`config.mk`:
```
export PLATFORM = sky130hd
export DESIGN_NAME = residual_unit
export DESIGN_NICKNAME = d
export VERILOG_FILES = /design/src/rtl/regression_pkg.sv /design/src/rtl/residual_unit.sv
export SDC_FILE = /design/constraint.sdc
export NUM_CORES = 1
export LEC_CHECK = 0
export CAP_MARGIN = 20
export CORE_MARGIN = 2
export CORE_UTILIZATION = 60
export DETAILED_ROUTE_END_ITERATION = 12
export PLACE_DENSITY = 0.94
export SYNTH_ARGS = -nofsm -noshare
export SYNTH_HDL_FRONTEND = slang
export SYNTH_SLANG_ARGS = --single-unit
export TNS_END_PERCENT = 20
```
`constraint.sdc`:
```
create_clock -name vclk -period 34.2
set_clock_uncertainty 0.1 [all_clocks]
set_input_delay 6.84 -clock vclk [all_inputs]
set_output_delay 6.84 -clock vclk [all_outputs]
set_load 0.005 [all_outputs]
```
`src/rtl/regression_pkg.sv`:
```
// Shared widths and FSM encoding for the regression datapath blocks.
package regression_pkg;

    localparam int unsigned DW_DEF       = 20;
    localparam int unsigned AW_DEF       = 8;
    localparam int unsigned N_POINTS_DEF = 150;

    typedef enum logic [1:0] {
        IDLE  = 2'b00,
        READ  = 2'b01,
        DRAIN = 2'b10,
        DONE  = 2'b11
    } state_t;

endpackage

```
`src/rtl/residual_unit.sv`:
```
// Combinational residual e = y - (b_0 + b_1*x) modulo 2^DW, plus saturating |e|.
module residual_unit
    import regression_pkg::*;
#(
    parameter int unsigned DW = DW_DEF
) (
    input  logic [DW-1:0] b_0,
    input  logic [DW-1:0] b_1,
    input  logic [DW-1:0] x,
    input  logic [DW-1:0] y,
    output logic [DW-1:0] e_c,
    output logic [DW-1:0] abs_e_c
);

    localparam logic [DW-1:0] MOST_NEG = {1'b1, {(DW-1){1'b0}}};
    localparam logic [DW-1:0] MOST_POS = {1'b0, {(DW-1){1'b1}}};

    logic [DW-1:0] y_hat;

    always_comb begin
        y_hat = b_0 + b_1 * x;
        e_c   = y - y_hat;
        // -2^(DW-1) has no positive counterpart, so clamp it to the largest positive value
        if (!e_c[DW-1]) begin
            abs_e_c = e_c;
        end else if (e_c == MOST_NEG) begin
            abs_e_c = MOST_POS;
        end else begin
            abs_e_c = DW'(~e_c + 1'b1);
        end
    end

endmodule

```
==> results of run 1 <==
==> stage by stage <==
| step | area [um2] | hold WS, ps |
|---|---|---|
| floorplan | 8560 | 13900 |
| CTS | 9820 | 14790 |
| finish | 9820 | 14780 |
| global route | 9820 | 14880 |
| detailed placement | 9820 | 14790 |
| global placement | 9820 | 14780 |
==> cell families (layout without fill, tap and decap cells) <==
group,Yosys count,after routing,share of synthesized area (%)
XOR/XNOR,54,54,5.88
buffers and inverters,219,301,10.1
AO/OA/AOI/OAI,107,107,10.0
multiplexers,5,5,0.599
adder cells (fa/ha/maj),261,261,53.9
AND/OR/NAND/NOR,325,325,19.6
==> worst max-delay path, cell delays in order <==
cell and delay (ps):
clkdlybuf4s50_1 920, nand2_1 170, fa_1 520, fa_1 530, inv_1 60, fa_1 540
inv_1 60, fa_1 500, fa_1 580, fa_1 430, fa_1 440, ha_1 480
nand2_1 120, a211oi_1 420, and2_1 230, or3_4 150, inv_1 70, nor3_4 220
nand4_2 170, nor4_4 710, o21ai_1 180, a22oi_2 150, clkdlybuf4s50_1 520
==> worst paths after layout <==
path                  from     endpoint  slack (ps)  cells after the start
worst max-delay path  x[0]  abs_e_c[12]       12230                     23
worst min-delay path  y[0]       e_c[0]       14780                      5
==> per-layer routing <==
metal / up-vias / track usage, %
met2: 402 / 52.0
met5: - / 0
met4: 0 / 15.1
met3: 113 / 4.52
li1: 3176 / -
met1: 3436 / 36.8
==> cell usage in the layout (no fill, tap or decap), types with 5 or more instances in the layout <==
| master | instances |
|---|---|
| and2_1 | 93 |
| a21oi_1 | 20 |
| o211ai_1 | 5 |
| nor2_1 | 25 |
| ha_1 | 82 |
| xnor2_1 | 40 |
| fa_1 | 179 |
| inv_1 | 179 |
| o21a_1 | 17 |
| nand2_1 | 143 |
| nand3_1 | 17 |
| o21ai_1 | 11 |
| a21o_1 | 5 |
| xor2_1 | 9 |
| clkdlybuf4s50_1 | 120 |
| o21ai_0 | 6 |
| nor3_1 | 8 |
==> layout make-up <==
| type | instances | area (um2) |
|---|---|---|
| repair buffers | 122 | 1220 |
| multi-input cells | 752 | 7700 |
| fillers | 984 | 4120 |
| well taps | 180 | 225 |
| inverters | 179 | 672 |
==> flow_metrics.tcl, run 1 <==
set metrics [dict create \
    tightest_slew_ps 887 \
    utilization_pct 70.5 \
    route.met2.wl_um 10600 \
    netlist_area_um2 8560 \
    top_layer "met4" \
    pre_cts_ws_ps 12190 \
    wire_per_inst_um 17.7 \
    drt_iter0_markers 529 \
    die_w_um 123 \
    period_minus_slack_ps 21970 \
    relSlewSlack_pct 40.4 \
    synthTopCellsByArea "fa_1 (42%), ha_1 (12%), inv_1 (7.8%), and2_1 (6.8%), nand2_1 (6.3%)" \
    hold_path.class "input port to primary output" \
    fmaxAchievable_ghz 0.0455 \
    clock_buffers 0 \
    ys_seq_area_share_pct 0 \
    hold_viol 0 \
    synth_top_area_share_pct 41.9 \
    timing.final.ws_setup_ps 12230 \
    worst-endpoint-arrival_ps 15030 \
    num_vias 7127 \
    slew_viol_final 0 \
    fin_tns_setup_ps 0 \
    status "finished clean" \
    ctsHoldBuffers 0 \
    setup_viol 0 \
    grt_pass1_wl_um 35800 \
    die_y_um 123 \
    min_period_over_period_pct 64.2 \
    gp_congestion 0.938 \
    area_delta_synth_final_pct 14.7 \
    netlist_instances 971 \
    cts_setup_buffers 0 \
    rsz0062_at_grt "no" \
    crit_required_ps 27260 \
    viasPerCell 5.78 \
    ys_warn_count 0 \
    cap_viol_max_count 0 \
    post-route-drc-count 0 \
    dr_wl_met3_um 1800 \
    worstSetupPathType "input port to primary output" \
    drt-total-wl_um 21800 \
    num_rows 43 \
    die_area_um2 15200 \
    grt_pass1_vias 7650 \
    syn_avg_cell_area_um2 8.82 \
    grt_antenna_before_repair 0 \
    overflow 0 \
    regArea_um2 0 \
    firstDrtPassIters 5 \
    setup.worst_path.end_class "primary output" \
    antenna_cells 0 \
    finalNetCount 1396 \
    core_um2 13900 \
    synth_nets 1312 \
    dpl.hpwl_um 18900 \
    seq_cell_count 0 \
    io_buffers 120 \
    io_pins 120 \
    grt_max_degree 39 \
    placed_cells 1233 \
    synth_top_area_cell "fa_1" \
    synth.distinct_cells 77 \
    ys_top_cells_by_count "fa_1 (179), inv_1 (179), nand2_1 (143)" \
    crit_path_start_kind "input port" \
    worstPathMaxFanout 20 \
    start_util_pct 61.4 \
    grt_usage_pct 30.1 \
    drive_above_1_share_pct 3.89 \
    ant_nets 0 \
    wl_met1_um 8090 \
    cts_resized 0 \
    final_cells 1233 \
]
Power of run 1 is not shown: default switching activity piles up to over one toggle a cycle in this logic, so the estimate is an artifact.
==> run 2, diff against run 1 <==
--- a/config.mk
+++ b/config.mk
@@ -7,9 +7,9 @@
 export LEC_CHECK = 0
 export CAP_MARGIN = 20
 export CORE_MARGIN = 2
-export CORE_UTILIZATION = 60
+export CORE_UTILIZATION = 53
 export DETAILED_ROUTE_END_ITERATION = 12
-export PLACE_DENSITY = 0.94
+export PLACE_DENSITY = 0.88
 export SYNTH_ARGS = -nofsm -noshare
 export SYNTH_HDL_FRONTEND = slang
 export SYNTH_SLANG_ARGS = --single-unit
==> constraint.sdc (replaced) <==
create_clock -name vclk -period 18.2
set_clock_uncertainty 0.1 [all_clocks]
set_input_delay 3.64 -clock vclk [all_inputs]
set_output_delay 3.64 -clock vclk [all_outputs]
set_load 0.005 [all_outputs]
==> flow_metrics.tcl, run 2 (synthesized netlist as in run 1, its figures left out) <==
set metrics [dict create \
    status "finished clean" \
    antenna_cells 0 \
    area_delta_synth_final_pct 15.1 \
    hold_path.class "input port to primary output" \
    finalNetCount 1395 \
    fin_tns_setup_ps 0 \
    gp_congestion 0.909 \
    relSlewSlack_pct 39.1 \
    hold_viol 0 \
    die_y_um 131 \
    num_rows 46 \
    viasPerCell 5.48 \
    die_w_um 131 \
    grt_usage_pct 24.4 \
    io_pins 120 \
    hold_ws_ps 8370 \
    firstDrtPassIters 5 \
    worst-endpoint-arrival_ps 11820 \
    period_minus_slack_ps 15560 \
    pre_cts_ws_ps 2670 \
    start_util_pct 54.1 \
    overflow 0 \
    grt_max_degree 39 \
    seq_cell_count 0 \
    cts_resized 0 \
    grt_pass1_wl_um 33400 \
    post-route-drc-count 0 \
    regArea_um2 0 \
    worstPathMaxFanout 20 \
    cap_viol_max_count 0 \
    setup.worst_path.end_class "primary output" \
    dpl.hpwl_um 17500 \
    fillers 1258 \
    ant_nets 0 \
    die_area_um2 17200 \
    fmaxAchievable_ghz 0.0643 \
    drt-total-wl_um 20500 \
    crit_path_start_kind "input port" \
    num_vias 6950 \
    drt_iter0_markers 410 \
    crit_required_ps 14460 \
    grt_antenna_before_repair 0 \
    worstSetupPathType "input port to primary output" \
    tightest_slew_ps 910 \
    core_um2 15800 \
    io_buffers 120 \
    min_period_over_period_pct 85.5 \
    timing.final.ws_setup_ps 2640 \
    setup_viol 0 \
    rsz0062_at_grt "no" \
    grt_pass1_vias 7159 \
    slew_viol_final 0 \
    cts_setup_buffers 0 \
    drive_above_1_share_pct 3.80 \
    ctsHoldBuffers 0 \
    clock_buffers 0 \
    wire_per_inst_um 16.2 \
    final_cell_mix "inv_1 (179), fa_1 (179), nand2_1 (143)" \
]
-- run 2: cell types whose count changed in the layout (fill, tap and decap cells not counted), sizes merged --
cell | previous run | this run
buf | 2 | 1
-- run 2: worst paths after layout --
path	startpoint	to	slack, ps	cells past startpoint
min	y[0]	e_c[0]	8370	5
max	x[0]	abs_e_c[12]	2640	22
-- run 2: metrics by stage --
step	cells	utilization, %	cell area (um2)
floorplan	971	-	8560
global placement	1268	62.3	9860
detailed placement	1268	62.3	9860
CTS	1268	62.3	9860
global route	1268	62.3	9860
finish	1268	62.3	9860
-- run 2: critical path, stage by stage --
cell and delay, ps:
clkdlybuf4s50_1 900, nand2_1 200, fa_1 570, fa_1 500, inv_1 50, fa_1 520
inv_1 50, fa_1 490, fa_1 570, fa_1 440, fa_1 440, ha_1 410
a21oi_1 410, nand2_1 110, nor4_2 230, nor2_1 110, xnor2_1 360, nand4_2 210
nor4_4 710, o21ai_1 180, a22oi_2 170, clkdlybuf4s50_1 530
-- run 2: routing by layer --
metal	global-route usage [%]	vias up	wire (um)
met2	43.2	313	10100
met4	5.01	0	502
met1	32.3	3404	8430
met5	0	-	0
li1	-	3181	-
met3	3.00	52	1500
-- run 2: layout make-up --
type	instances	area (um2)	share of cell area (%)
tap	216	270	2.74
multi-input combinational	752	7700	78.2
inverter	179	672	6.82
timing repair buffer	121	1210	12.3
Power of run 2 is left out for the same reason.
